File: config.mk
export PLATFORM = sky130hd
export DESIGN_NAME = fifo_word_packer
export DESIGN_NICKNAME = d
export VERILOG_FILES = /design/src/rtl/fifo_pkg.sv /design/src/rtl/pack_out_reg.sv /design/src/rtl/fifo_word_packer.sv
export SDC_FILE = /design/constraint.sdc
export NUM_CORES = 1
export LEC_CHECK = 0
export ABC_CLOCK_PERIOD_IN_PS = 2770
export CAP_MARGIN = 20
export CORE_AREA = 2 2 89 112
export DETAILED_ROUTE_END_ITERATION = 10
export DIE_AREA = 0 0 91 114
export PLACE_DENSITY = 0.64
export SLEW_MARGIN = 20
export SYNTH_ARGS = -nofsm -noshare
export SYNTH_HDL_FRONTEND = slang
export SYNTH_HIERARCHICAL = 1
export SYNTH_SLANG_ARGS = --single-unit
File: constraint.sdc
create_clock -name clk -period 2.77 [get_ports clk]
set_input_delay 0.277 -clock clk [delete_from_list [all_inputs] [get_ports clk]]
set_output_delay 0.277 -clock clk [all_outputs]
set_load 0.02 [all_outputs]
File: src/rtl/fifo_pkg.sv
// rtl/fifo_pkg.sv - shared types and helpers for the FIFO word packer
//
// Purpose : byte/lane sizing constants, lane-count and keep types, and the
//           count-to-keep mask helper used when a word leaves the accumulator.
// Ports   : none (package).
package fifo_pkg;

    localparam int FIFO_DATA_WIDTH = 8;
    localparam int PACK_LANES      = 4;

    // Holds 0..PACK_LANES inclusive, so one bit wider than a lane index.
    typedef logic [2:0] lane_cnt_t;
    typedef logic [PACK_LANES-1:0] keep_t;

    // Contiguous mask of the low cnt lanes: (1 << cnt) - 1.
    function automatic keep_t keep_from_count(input lane_cnt_t cnt);
        logic [PACK_LANES:0] one_hot;
        one_hot = (PACK_LANES+1)'(1) << cnt;
        return keep_t'(one_hot - (PACK_LANES+1)'(1));
    endfunction

endpackage

File: src/rtl/pack_out_reg.sv
// rtl/pack_out_reg.sv - single-entry valid/ready output holding register
//
// Purpose : holds one packed word and its keep mask until the consumer accepts it.
// Ports   : clk, rst (async active-low)
//           load, load_data, load_keep  - new word from the accumulator
//           m_data, m_keep, m_valid, m_ready - output stream
//           free - register can take a word this cycle (empty or draining now)
module pack_out_reg
    import fifo_pkg::*;
#(
    parameter int WIDTH = 32
) (
    input  logic             clk,
    input  logic             rst,
    input  logic             load,
    input  logic [WIDTH-1:0] load_data,
    input  keep_t            load_keep,
    input  logic             m_ready,
    output logic [WIDTH-1:0] m_data,
    output keep_t            m_keep,
    output logic             m_valid,
    output logic             free
);

    logic [WIDTH-1:0] data_q, data_d;
    keep_t            keep_q, keep_d;
    logic             valid_q, valid_d;

    always_comb begin
        free    = !valid_q || m_ready;
        data_d  = data_q;
        keep_d  = keep_q;
        valid_d = valid_q;
        if (load) begin
            data_d  = load_data;
            keep_d  = load_keep;
            valid_d = 1'b1;
        end else if (valid_q && m_ready) begin
            valid_d = 1'b0;
        end
    end

    always_ff @(posedge clk or negedge rst) begin
        if (!rst) begin
            data_q  <= '0;
            keep_q  <= '0;
            valid_q <= 1'b0;
        end else begin
            data_q  <= data_d;
            keep_q  <= keep_d;
            valid_q <= valid_d;
        end
    end

    assign m_data  = data_q;
    assign m_keep  = keep_q;
    assign m_valid = valid_q;

endmodule

File: src/rtl/fifo_word_packer.sv
// rtl/fifo_word_packer.sv - drains a byte FIFO and packs four bytes per output word
//
// Purpose : reads bytes through re/r_data/empty, accumulates them lane 0 upward,
//           and emits full words, or partial words on flush or idle timeout.
// Ports   : clk, rst (async active-low)
//           fifo_re, fifo_r_data, fifo_empty - FIFO read side (1-cycle data latency)
//           flush - one-cycle request to emit the partial word
//           m_data, m_keep, m_valid, m_ready - packed output stream
//           busy  - bytes held, read in flight, or flush outstanding
module fifo_word_packer
    import fifo_pkg::*;
#(
    parameter int DATA_WIDTH = FIFO_DATA_WIDTH,
    parameter int LANES      = PACK_LANES,
    parameter int TIMEOUT    = 16,
    parameter int TO_W       = 5
) (
    input  logic                        clk,
    input  logic                        rst,
    output logic                        fifo_re,
    input  logic [DATA_WIDTH-1:0]       fifo_r_data,
    input  logic                        fifo_empty,
    input  logic                        flush,
    output logic [DATA_WIDTH*LANES-1:0] m_data,
    output logic [LANES-1:0]            m_keep,
    output logic                        m_valid,
    input  logic                        m_ready,
    output logic                        busy
);

    localparam int WORD_W = DATA_WIDTH * LANES;
    localparam logic [TO_W-1:0] TO_LIMIT = TO_W'(TIMEOUT);
    localparam lane_cnt_t FULL_CNT = lane_cnt_t'(LANES);

    lane_cnt_t                        count_q, count_d;
    logic                             inflight_q, inflight_d;
    logic [LANES-1:0][DATA_WIDTH-1:0] acc_q, acc_d;
    logic [TO_W-1:0]                  to_cnt_q, to_cnt_d;
    logic                             flush_pending_q, flush_pending_d;

    logic              out_free;
    logic              timeout_hit;
    logic              part_move;
    logic              move;
    logic [1:0]        cap_idx;
    keep_t             move_keep;
    logic [WORD_W-1:0] move_data;

    always_comb begin
        timeout_hit = (TIMEOUT != 0) && (to_cnt_q == TO_LIMIT);
        // A partial word may only leave once no byte is still on its way in.
        part_move   = (flush_pending_q || timeout_hit) && (count_q != '0) && !inflight_q;
        move        = out_free && ((count_q == FULL_CNT) || part_move);

        // Gated by rst so nothing is popped while the packer is held in reset.
        fifo_re = rst && !fifo_empty && !flush_pending_q
                  && ((count_q + lane_cnt_t'(inflight_q)) < FULL_CNT);

        move_keep = keep_from_count(count_q);
        for (int i = 0; i < LANES; i++) begin
            move_data[i*DATA_WIDTH +: DATA_WIDTH] = move_keep[i] ? acc_q[i] : '0;
        end

        // A byte landing in the same cycle as a move starts the fresh word.
        cap_idx = move ? 2'd0 : count_q[1:0];
        acc_d   = acc_q;
        count_d = move ? '0 : count_q;
        if (inflight_q) begin
            acc_d[cap_idx] = fifo_r_data;
            count_d        = count_d + lane_cnt_t'(1);
        end
        inflight_d = fifo_re;

        to_cnt_d = to_cnt_q;
        if (move || inflight_q || (count_q == '0)) begin
            to_cnt_d = '0;
        end else if ((TIMEOUT != 0) && fifo_empty && (to_cnt_q != TO_LIMIT)) begin
            to_cnt_d = to_cnt_q + TO_W'(1);
        end

        // Held until the accumulator has fully drained; new flushes meanwhile are absorbed.
        if (flush_pending_q) begin
            flush_pending_d = !((count_q == '0) && !inflight_q);
        end else begin
            flush_pending_d = flush;
        end

        busy = (count_q != '0) || inflight_q || flush_pending_q;
    end

    always_ff @(posedge clk or negedge rst) begin
        if (!rst) begin
            count_q         <= '0;
            inflight_q      <= 1'b0;
            acc_q           <= '0;
            to_cnt_q        <= '0;
            flush_pending_q <= 1'b0;
        end else begin
            count_q         <= count_d;
            inflight_q      <= inflight_d;
            acc_q           <= acc_d;
            to_cnt_q        <= to_cnt_d;
            flush_pending_q <= flush_pending_d;
        end
    end

    pack_out_reg #(
        .WIDTH (WORD_W)
    ) u_out (
        .clk       (clk),
        .rst       (rst),
        .load      (move),
        .load_data (move_data),
        .load_keep (move_keep),
        .m_ready   (m_ready),
        .m_data    (m_data),
        .m_keep    (m_keep),
        .m_valid   (m_valid),
        .free      (out_free)
    );

endmodule

==> tab_implementation.tex, run 1 <==
\begin{tabular}{lr}
\hline
Metric & Value \\
\hline
\multicolumn{2}{l}{\textbf{Detailed routing}} \\
Met3 wire length & roughly 230 µm \\
DR vias/cell & 4.860 \\
Remaining antenna violation count & 0 \\
Drt first pass iters & 4 \\
Total routed wire length on the met1 layer & 3187 µm \\
Total via count after detailed routing & around 2200 \\
Highest routed layer & met4 \\
Length of routed met2 wiring & between 3000 and 4000 µm \\
Remaining design rule violation count & 0 \\
Number of design-rule violations left by the first detailed-router iteration & 88 \\
Avg WL per Cell & around 16 µm \\
Aggregate routed wire length & 7158 µm \\
\multicolumn{2}{l}{\textbf{Pwr}} \\
Power consumption & between 4000 and 5000 µW \\
Worst IR Drop VDD & about 0.0006 V \\
Cell Pwr Density & around 940 nW/µm² \\
Leakage & 0.002095 µW \\
\multicolumn{2}{l}{\textbf{Synthesis}} \\
Cell count after synthesis & about 260 \\
Synth async-reset ratio & 100.0\% \\
Number of enable-type register cells in the synthesized netlist & 0 \\
Synthesized flop and latch total & 79 \\
Mean area per synthesized cell & between 10 and 15 µm² \\
Ranking of synthesized cells by area & sky130\_fd\_sc\_hd\_\_dfrtp\_1 (54\%), sky130\_fd\_sc\_hd\_\_mux2\_2 (12\%), sky130\_fd\_sc\_hd\_\_mux2\_4 (12\%) \\
Total standard cell area after synthesis & about 3700 µm² \\
Number of synthesis warnings & 6 \\
Library cell with the largest summed area after synthesis & sky130\_fd\_sc\_hd\_\_dfrtp\_1 \\
Total nets after synthesis & 278 \\
Top FF cell, synth & sky130\_fd\_sc\_hd\_\_dfrtp\_1 \\
Share of Yosys cell area claimed by the top area cell type & between 50\% and 60\% \\
Sequential cell area fraction in the yosys report & $\sim$54\% \\
Synth unique cells & 43 \\
\multicolumn{2}{l}{\textbf{Floorplan}} \\
Height of the chip & $\sim$110 µm \\
I/O Pins & 52 \\
DIE AREA & 10370 µm² \\
Starting density of the core & 38.94\% \\
CORE AREA & around 9400 µm² \\
Number of cell rows & 40 \\
Width of the die & $\sim$91 µm \\
\multicolumn{2}{l}{\textbf{Global route}} \\
Residual overflow from global routing & 0 \\
Number of global-route vias before repair & between 2000 and 2500 \\
Number of antenna violations at the first check in global routing & 0 \\
Wire length of the first global-routing pass & around 12000 µm \\
Maximum number of pins on one net before global-route repair & 68 \\
Global router's overall resource usage & between 10\% and 20\% \\
\multicolumn{2}{l}{\textbf{Setup path}} \\
Top cell family by delay on the critical path & buffers and inverters \\
Cells along the critical path & nand3\_1 -> xnor2\_1 -> nor4b\_2 -> clkdlybuf4s50\_1 \\
Data arrival, critical path & roughly 2.2 ns \\
Highest cell delay on the worst timing path & between 0.6 and 0.7 ns \\
Crit path max fanout & 11 \\
Buf+Inv Stages, Crit Path & 1 \\
Required time at the worst-slack endpoint & $\sim$2.5 ns \\
Critical-path top delay cell & sky130\_fd\_sc\_hd\_\_clkdlybuf4s50\_1 \\
CP Capture Type & output port \\
Startpoint type of the worst setup path & register \\
Crit Path Category & register to output port \\
\multicolumn{2}{l}{\textbf{Placed design}} \\
Routability cong. & between 0.7 and 0.8 \\
Post-DP HPWL & 4899 µm \\
Count of input and output buffers & about 50 \\
Pre-CTS setup slack & 0.3345 ns \\
\multicolumn{2}{l}{\textbf{Cells and area}} \\
Number of filler cells placed in the layout & 880 \\
Total inserted antenna cells & 0 \\
Fraction of final layout cells with drive strength greater than 1 & approximately a third \\
Leading cell type in the layout, fill and taps excluded & sky130\_fd\_sc\_hd\_\_dfrtp\_1 \\
Count of nets after finishing & roughly 330 \\
Area growth from synthesis to layout & 24.66\% \\
Most frequent cells in the layout & sky130\_fd\_sc\_hd\_\_dfrtp\_1 (78), sky130\_fd\_sc\_hd\_\_clkdlybuf4s50\_1 (50), sky130\_fd\_sc\_hd\_\_mux2\_2 (39) \\
\multicolumn{2}{l}{\textbf{Clocking}} \\
CTS tree & built \\
Number of clock buffers inserted by TritonCTS & 9 \\
Root buffer cell & sky130\_fd\_sc\_hd\_\_clkbuf\_16 \\
Clock Pin Slew Worst Setup and Hold Paths & approximately 0.050 ns \\
Worst-Skew Late Latency & $\sim$0.33 ns \\
Maximum level of the CTS H-tree & 3 \\
Number of buffers on the longest clock path & 2 \\
Number of sinks handled by clock tree synthesis & between 70 and 80 \\
\multicolumn{2}{l}{\textbf{STA}} \\
Number of endpoints with negative hold slack in the final report & 0 \\
Period utilisation layout & between 90\% and 100\% \\
\# setup viols final & 0 \\
Max transition margin & between 40\% and 50\% \\
Setup repair after global routing missed its margin & false \\
Accumulated negative setup slack & 0 ns \\
Highest achievable clock rate & about 0.40 GHz \\
Final count of pins violating max slew & 0 \\
Slew of the pin with the lowest slew margin & approximately 0.85 ns \\
Post-Route Skew & between 0.007 and 0.008 ns \\
Hold\_ws & between 0.3 and 0.4 ns \\
PnR worst setup slack & roughly 0.28 ns \\
Final Critical Period & 2.495 ns \\
\multicolumn{2}{l}{\textbf{Hold path}} \\
Type of the worst min-delay path & input port to async pin \\
\multicolumn{2}{l}{\textbf{Status}} \\
Run status & complete, no violations \\
\multicolumn{2}{l}{\textbf{Job}} \\
Max-cap violations & 0 \\
\hline
\end{tabular}
[repair_timing]
action                                  CTS  global route
hold buffers                              1             0
endpoints found under the setup margin    0             1
endpoints found under the hold margin    12             0
resized for setup                         0             2
buffers inserted                          0             0
[registers in the layout, indices dropped and copies added (netlist names)]
signal and flops:
u_out/m_keep 4, u_out/m_valid 1, count_q 3, inflight_q 1, u_out/m_data 32, flush_pending_q 1, to_cnt_q 5, acc_q 32
[power by group]
part	internal (µW)	leakage [µW]	total, µW	switching (µW)
logic	817	0.000897	1520	699
clock network	690	0.000135	1120	433
registers	1460	0.00106	1660	204
[per-stage QoR]
stage               utilization, %  cells  area [µm²]
global placement             45.37    427        4269
finish                       48.54    443        4567
floorplan                        -    258        3664
detailed placement           45.37    427        4269
CTS                          48.46    443        4559
global route                 48.54    443        4567
[logic make-up (layout without fill, tap and decap cells)]
| logic type | after synthesis | after routing | share of synthesized area (%) |
|---|---|---|---|
| flip-flops | 79 | 79 | 53.96 |
| multiplexers | 68 | 68 | 23.87 |
| AND/OR/NAND/NOR | 65 | 65 | 11.20 |
| buffers and inverters | 18 | 77 | 3.518 |
| AO/OA/AOI/OAI | 17 | 17 | 3.894 |
| adder cells (fa/ha/maj) | 7 | 7 | 2.391 |
| XOR/XNOR | 4 | 4 | 1.161 |
[cell usage after synthesis (2+ instances only)]
library cell,instances
sky130_fd_sc_hd__xnor2_1,2
sky130_fd_sc_hd__inv_1,7
sky130_fd_sc_hd__o21bai_1,2
sky130_fd_sc_hd__nor2_2,2
sky130_fd_sc_hd__nor2_1,3
sky130_fd_sc_hd__buf_12,3
sky130_fd_sc_hd__a21oi_2,3
sky130_fd_sc_hd__nand2_1,9
sky130_fd_sc_hd__clkbuf_1,2
sky130_fd_sc_hd__nor2b_1,17
sky130_fd_sc_hd__ha_1,7
sky130_fd_sc_hd__dfrtp_1,79
sky130_fd_sc_hd__o21ai_0,3
sky130_fd_sc_hd__mux2_2,39
sky130_fd_sc_hd__buf_2,3
sky130_fd_sc_hd__nand4_1,2
sky130_fd_sc_hd__or3_1,2
sky130_fd_sc_hd__mux2_4,29
sky130_fd_sc_hd__nand2b_1,2
sky130_fd_sc_hd__and2_1,19
[final timing paths]
path	startpoint	to	slack, ns	cells after the start
min in group clk	acc_q[8]$_DFFE_PN0P_	acc_q[8]$_DFFE_PN0P_	0.50	1
min	rst	u_out/m_data[30]$_DFFE_PN0P_	0.34	2
max	count_q[0]$_DFF_PN0_	fifo_re	0.28	4
max in group asynchronous	rst	count_q[2]$_DFF_PN0_	1.29	3
min reg2reg	acc_q[8]$_DFFE_PN0P_	acc_q[8]$_DFFE_PN0P_	0.50	1
max reg2reg	to_cnt_q[0]$_DFFE_PN0P_	acc_q[31]$_DFFE_PN0P_	0.38	8
[cell type report]
cell class	instances	area (µm²)	area share [%]
Sequential cell	79	1978	43.32
Multi-Input combinational cell	161	1575	34.49
Timing Repair Buffer	54	545.5	11.95
Clock buffer	11	232.7	5.096
Tap cell	126	157.7	3.452
Clock inverter	4	47.55	1.041
Inverter	8	30.03	0.6575
[metal layers]
metal  global-route usage, %  vias to the layer above
li1                        -                     1004
met3                   4.029                        8
met1                   18.73                     1097
met4                   5.758                        0
met5                       0                        -
met2                   25.19                       44
Power figures use the tool's default switching activity.
==> inputs of run 2 (changes only) <==
--- a/config.mk
+++ b/config.mk
@@ -5,7 +5,7 @@
 export SDC_FILE = /design/constraint.sdc
 export NUM_CORES = 1
 export LEC_CHECK = 0
-export ABC_CLOCK_PERIOD_IN_PS = 2770
+export ABC_CLOCK_PERIOD_IN_PS = 2600
 export CAP_MARGIN = 20
 export CORE_AREA = 2 2 89 112
 export DETAILED_ROUTE_END_ITERATION = 10
==> constraint.sdc (replaced) <==
create_clock -name clk -period 2.6 [get_ports clk]
set_input_delay 0.26 -clock clk [delete_from_list [all_inputs] [get_ports clk]]
set_output_delay 0.26 -clock clk [all_outputs]
set_load 0.02 [all_outputs]
==> tab_implementation.tex, run 2 (same netlist as run 1, synthesis figures left out) <==
\begin{tabular}{lr}
\hline
Metric & Value \\
\hline
\multicolumn{2}{l}{\textbf{Setup path}} \\
Top cell family by delay on the critical path & buffers and inverters \\
Cells along the critical path & nor3\_4 -> inv\_2 -> or3\_1 -> clkdlybuf4s50\_1 \\
Required time at the worst-slack endpoint & between 2 and 2.5 ns \\
Crit path depth & 4 \\
Crit Path Category & register to output port \\
Source of the worst register-to-register timing path & to\_cnt\_q[0]\$\_DFFE\_PN0P\_ \\
Cells on worst reg2reg path & 8 \\
Startpoint type of the worst setup path & register \\
Endpoint of the most critical register-to-register path & acc\_q[31]\$\_DFFE\_PN0P\_ \\
Critical-path top delay cell & sky130\_fd\_sc\_hd\_\_clkdlybuf4s50\_1 \\
Buf+Inv Stages, Crit Path & 2 \\
Register-to-register setup slack & approximately 0.26 ns \\
Data arrival, critical path & about 2.2 ns \\
CP Capture Type & output port \\
Crit path max fanout & 11 \\
Highest cell delay on the worst timing path & roughly 0.55 ns \\
\multicolumn{2}{l}{\textbf{Clocking}} \\
Number of buffers on the longest clock path & 2 \\
Root buffer cell & sky130\_fd\_sc\_hd\_\_clkbuf\_16 \\
Resized Gates After CTS & 1 \\
CTS tree & built \\
Worst-Skew Late Latency & about 0.33 ns \\
Total of hold buffers inserted after clock tree synthesis & 0 \\
Number of sinks handled by clock tree synthesis & about 80 \\
Number of clock buffers inserted by TritonCTS & 9 \\
Clock Pin Slew Worst Setup and Hold Paths & around 0.060 ns \\
Post CTS Setup Buffer Count & 0 \\
Maximum level of the CTS H-tree & 3 \\
\multicolumn{2}{l}{\textbf{Cells and area}} \\
FF+latch area & 1979 µm² \\
Most frequent cells in the layout & sky130\_fd\_sc\_hd\_\_dfrtp\_1 (77), sky130\_fd\_sc\_hd\_\_clkdlybuf4s50\_1 (50), sky130\_fd\_sc\_hd\_\_mux2\_2 (39) \\
Final instance count without filler cells & 443 \\
Count of nets after finishing & $\sim$330 \\
Multi-input combinational cell area & 1578 µm² \\
Number of filler cells placed in the layout & around 860 \\
Total inserted antenna cells & 0 \\
Core Util, Final & 49.07\% \\
Area growth from synthesis to layout & 26.02\% \\
Fraction of final layout cells with drive strength greater than 1 & between 30\% and 40\% \\
Leading cell type in the layout, fill and taps excluded & sky130\_fd\_sc\_hd\_\_dfrtp\_1 \\
Area of all placed cells without fillers & 4617 µm² \\
\multicolumn{2}{l}{\textbf{Detailed routing}} \\
Remaining antenna violation count & 0 \\
DR vias/cell & 4.847 \\
Remaining design rule violation count & 0 \\
Total via count after detailed routing & between 2000 and 2500 \\
Number of design-rule violations left by the first detailed-router iteration & 53 \\
Avg WL per Cell & between 15 and 20 µm \\
Aggregate routed wire length & 7049 µm \\
Drt first pass iters & 4 \\
\multicolumn{2}{l}{\textbf{STA}} \\
Hold\_ws & 0.01345 ns \\
Accumulated negative setup slack & 0 ns \\
Slew of the pin with the lowest slew margin & slightly below 0.6 ns \\
Number of endpoints with negative hold slack in the final report & 0 \\
Period utilisation layout & $\sim$93\% \\
Highest achievable clock rate & roughly 0.41 GHz \\
\# setup viols final & 0 \\
Final Critical Period & between 2 and 2.5 ns \\
Post-Route Skew & 0.006040 ns \\
Setup repair after global routing missed its margin & false \\
Final count of pins violating max slew & 0 \\
Max transition margin & around 60\% \\
\multicolumn{2}{l}{\textbf{Global route}} \\
Global router's overall resource usage & around 15\% \\
Residual overflow from global routing & 0 \\
Number of global-route vias before repair & 2207 \\
Number of antenna violations at the first check in global routing & 0 \\
Maximum number of pins on one net before global-route repair & between 40 and 50 \\
Wire length of the first global-routing pass & 11610 µm \\
\multicolumn{2}{l}{\textbf{Floorplan}} \\
Height of the chip & about 110 µm \\
Number of cell rows & 40 \\
Width of the die & slightly above 90 µm \\
DIE AREA & about 10000 µm² \\
CORE AREA & 9409 µm² \\
I/O Pins & 52 \\
Starting density of the core & 38.94\% \\
\multicolumn{2}{l}{\textbf{Placed design}} \\
Count of input and output buffers & between 50 and 60 \\
Area after detailed placement & between 4000 and 5000 µm² \\
Post-DP HPWL & 4818 µm \\
Routability cong. & 0.7419 \\
Placed Cells & approximately 430 \\
\multicolumn{2}{l}{\textbf{Pwr}} \\
Worst IR Drop VDD & around 0.00049 V \\
Leakage & about 0.0021 µW \\
Clock share of power & slightly below 30\% \\
Cell Pwr Density & $\sim$1000 nW/µm² \\
Net Sw Frac & about 30\% \\
Internal Pwr Total & 3372 µW \\
Sequential fraction of design power & between 30\% and 40\% \\
Switching power total & about 1400 µW \\
Comb pwr share & between 30\% and 40\% \\
\multicolumn{2}{l}{\textbf{Hold path}} \\
Type of the worst min-delay path & input port to async pin \\
\multicolumn{2}{l}{\textbf{Status}} \\
Run status & complete, no violations \\
\multicolumn{2}{l}{\textbf{Job}} \\
Max-cap violations & 0 \\
\hline
\end{tabular}
[run 2: worst max path at each step]
stage / from / end / slack [ns]
floorplan: to_cnt_q[0]$_DFFE_PN0P_ / acc_q[24]$_DFFE_PN0P_ / 0.48
finish: count_q[1]$_DFF_PN0_ / busy / 0.17
CTS: count_q[0]$_DFF_PN0_ / fifo_re / 0.002
global route: to_cnt_q[0]$_DFFE_PN0P_ / acc_q[15]$_DFFE_PN0P_ / 0.02
global placement: count_q[2]$_DFF_PN0_ / u_out/m_data[21]$_DFFE_PN0P_ / 0.26
detailed placement: count_q[2]$_DFF_PN0_ / u_out/m_data[23]$_DFFE_PN0P_ / 0.24
[run 2: final cells by class]
| type | instances | area share (%) |
|---|---|---|
| inverters | 8 | 0.6504 |
| well taps | 126 | 3.415 |
| repair buffers | 55 | 11.65 |
| flip-flops and latches | 79 | 42.87 |
| clock buffers | 10 | 5.176 |
| multi-input cells | 161 | 34.17 |
| clock inverters | 4 | 2.060 |
[run 2: metal layers]
| metal | wire length (µm) | track usage [%] | up-vias |
|---|---|---|---|
| li1 | - | - | 1001 |
| met1 | 3134 | 18.23 | 1090 |
| met2 | 3535 | 24.20 | 43 |
| met3 | 209 | 2.312 | 13 |
| met4 | 169 | 8.182 | 0 |
| met5 | 0 | 0 | - |
[run 2: through the flow]
stage | worst slack (ns) | power, µW
2_1_floorplan | 0.4846 | 2913
6_report | 0.1736 | 4787
3_5_place_dp | 0.2431 | 3410
3_3_place_gp | 0.2613 | 3380
4_1_cts | 0.001720 | 4838
5_1_grt | 0.02206 | 5042
[run 2: power groups by stage]
stage / Combinational, µW / Clock [µW] / Sequential [µW]
finish: 1600 / 1420 / 1770
floorplan: 1050 / 0 / 1860
global route: 1740 / 1480 / 1820
global placement: 1600 / 0 / 1780
CTS: 1630 / 1440 / 1770
detailed placement: 1620 / 0 / 1790
==> inputs of run 3 (changes only) <==
--- a/config.mk
+++ b/config.mk
@@ -8,6 +8,7 @@
 export ABC_CLOCK_PERIOD_IN_PS = 2600
 export CAP_MARGIN = 20
 export CORE_AREA = 2 2 89 112
+export CTS_BUF_LIST = sky130_fd_sc_hd__clkbuf_4
 export DETAILED_ROUTE_END_ITERATION = 10
 export DIE_AREA = 0 0 91 114
 export PLACE_DENSITY = 0.64
==> tab_implementation.tex, run 3 (same netlist as run 1, synthesis figures left out) <==
\begin{tabular}{lr}
\hline
Metric & Value \\
\hline
\multicolumn{2}{l}{\textbf{Status}} \\
Run status & complete, no violations \\
\multicolumn{2}{l}{\textbf{Detailed routing}} \\
Aggregate routed wire length & 6982 µm \\
Number of design-rule violations left by the first detailed-router iteration & 66 \\
Remaining antenna violation count & 0 \\
Remaining design rule violation count & 0 \\
DR vias/cell & $\sim$4.8 \\
Total via count after detailed routing & 2133 \\
Drt first pass iters & 4 \\
Avg WL per Cell & 15.62 µm \\
\multicolumn{2}{l}{\textbf{Cells and area}} \\
Most frequent cells in the layout & sky130\_fd\_sc\_hd\_\_dfrtp\_1 (76), sky130\_fd\_sc\_hd\_\_clkdlybuf4s50\_1 (48), sky130\_fd\_sc\_hd\_\_mux2\_2 (39) \\
Area growth from synthesis to layout & 22.23\% \\
Leading cell type in the layout, fill and taps excluded & sky130\_fd\_sc\_hd\_\_dfrtp\_1 \\
Count of nets after finishing & 338 \\
Fraction of final layout cells with drive strength greater than 1 & about a third \\
Total inserted antenna cells & 0 \\
Number of filler cells placed in the layout & 890 \\
\multicolumn{2}{l}{\textbf{Pwr}} \\
Leakage & about 0.0021 µW \\
Worst IR Drop VDD & slightly below 0.0004 V \\
Power consumption & around 4200 µW \\
Cell Pwr Density & between 900 and 1000 nW/µm² \\
\multicolumn{2}{l}{\textbf{STA}} \\
Period utilisation layout & approximately 91\% \\
Final count of pins violating max slew & 0 \\
Setup repair after global routing missed its margin & false \\
Final Critical Period & about 2.4 ns \\
Number of endpoints with negative hold slack in the final report & 0 \\
Max transition margin & between 50\% and 60\% \\
Post-Route Skew & 0.009298 ns \\
Slew of the pin with the lowest slew margin & between 0.6 and 0.7 ns \\
Highest achievable clock rate & about 0.42 GHz \\
\# setup viols final & 0 \\
Accumulated negative setup slack & 0 ns \\
\multicolumn{2}{l}{\textbf{Setup path}} \\
Startpoint type of the worst setup path & register \\
Required time at the worst-slack endpoint & roughly 2.9 ns \\
Register-to-register setup slack & between 0.2 and 0.25 ns \\
Cells on worst reg2reg path & 8 \\
Crit Path Category & register to register \\
CP Capture Type & register \\
Data arrival, critical path & between 2 and 3 ns \\
Crit path max fanout & 10 \\
\multicolumn{2}{l}{\textbf{Clocking}} \\
Worst-Skew Late Latency & roughly 0.42 ns \\
CTS tree & built \\
Root buffer cell & sky130\_fd\_sc\_hd\_\_clkbuf\_4 \\
Number of clock buffers inserted by TritonCTS & 9 \\
Maximum level of the CTS H-tree & 3 \\
Clock Pin Slew Worst Setup and Hold Paths & approximately 0.12 ns \\
Number of buffers on the longest clock path & 2 \\
Number of sinks handled by clock tree synthesis & roughly 80 \\
\multicolumn{2}{l}{\textbf{Job}} \\
Max-cap violations & 0 \\
\multicolumn{2}{l}{\textbf{Floorplan}} \\
Width of the die & about 91 µm \\
Height of the chip & $\sim$110 µm \\
Starting density of the core & 38.94\% \\
DIE AREA & 10370 µm² \\
CORE AREA & approximately 9400 µm² \\
I/O Pins & between 50 and 60 \\
Number of cell rows & 40 \\
\multicolumn{2}{l}{\textbf{Global route}} \\
Global router's overall resource usage & between 10\% and 20\% \\
Number of antenna violations at the first check in global routing & 0 \\
Number of global-route vias before repair & about 2200 \\
Maximum number of pins on one net before global-route repair & 47 \\
Wire length of the first global-routing pass & 11590 µm \\
Residual overflow from global routing & 0 \\
\multicolumn{2}{l}{\textbf{Hold path}} \\
Type of the worst min-delay path & input port to register \\
Hold Crit Depth & 3 \\
\multicolumn{2}{l}{\textbf{Placed design}} \\
Routability cong. & $\sim$0.74 \\
Post-DP HPWL & 4818 µm \\
Count of input and output buffers & around 50 \\
\hline
\end{tabular}
run 3: changes by cell type in the layout (fill, tap and decap cells not counted), sizes merged:
cell           delta
dlymetal6s2s      +1
clkinv            +1
clkbuf            -1
buf               +3
clkdlybuf4s50     -2
dlygate4sd3       +1
dlygate4sd2       +1
run 3: power breakdown:
part           switching [µW]  leakage (µW)  total [µW]  internal, µW
clock                     401     0.0000893         874           472
sequential                206       0.00106        1760          1550
combinational             738      0.000930        1600           860
total                    1350       0.00208        4230          2890
run 3: worst paths after layout:
kind                                                     end               startpoint
worst min register to register         acc_q[16]$_DFFE_PN0P_    acc_q[16]$_DFFE_PN0P_
worst max register to register         acc_q[31]$_DFFE_PN0P_  to_cnt_q[0]$_DFFE_PN0P_
min in group asynchronous       u_out/m_data[30]$_DFFE_PN0P_                      rst
worst max-delay path                   acc_q[31]$_DFFE_PN0P_  to_cnt_q[0]$_DFFE_PN0P_
max in group asynchronous              acc_q[13]$_DFFE_PN0P_                      rst
worst min-delay path               flush_pending_q$_DFF_PN0_                    flush
run 3: layer usage:
layer | global-route usage, % | share of wire (%) | vias to the layer above
li1 | - | - | 1008
met1 | 18.62 | 45 | 1077
met2 | 23.70 | 50 | 40
met3 | 4.293 | 3.6 | 8
met4 | 6.061 | 1.5 | 0
met5 | 0 | 0 | -
run 3: layout make-up:
type	instances	area, µm²	area share [%]
multi-input cells	161	1572	35.09
repair buffers	59	571.8	12.77
clock buffers	9	67.56	1.509
flip-flops and latches	79	1981	44.23
clock inverters	5	98.84	2.207
inverters	8	30.03	0.6706
well taps	126	157.7	3.521
run 3: stage by stage:
stage                     hold slack (ns)  instances  area (µm²)  setup slack [ns]  utilization (%)
after floorplan                  -0.03559        258        3664            0.4846                -
after global placement             0.3697        429        4272            0.2613            45.40
after detailed placement           0.3760        429        4272            0.2431            45.40
after CTS                          0.3750        444        4451           0.05298            47.30
after global routing               0.3643        447        4478           0.02402            47.59
final                              0.4100        447        4478            0.2432            47.59
run 3: what timing repair did:
action                     CTS  global route
pin swaps                    0             0
buffers inserted             0             3
setup endpoints to repair    2             4
cloned                       0             0
hold endpoints to repair    33             0
hold buffers                 1             0
resized for setup            4             2
run 3: worst max-delay path, cell delays in order (launching register included):
cell and delay [ns]:
sky130_fd_sc_hd__dfrtp_1 0.43, sky130_fd_sc_hd__inv_1 0.07, sky130_fd_sc_hd__ha_1 0.17, sky130_fd_sc_hd__and4bb_4 0.30, sky130_fd_sc_hd__o211ai_1 0.15, sky130_fd_sc_hd__and2_1 0.22, sky130_fd_sc_hd__ha_1 0.19, sky130_fd_sc_hd__nand2_1 0.33
sky130_fd_sc_hd__mux2_2 0.39
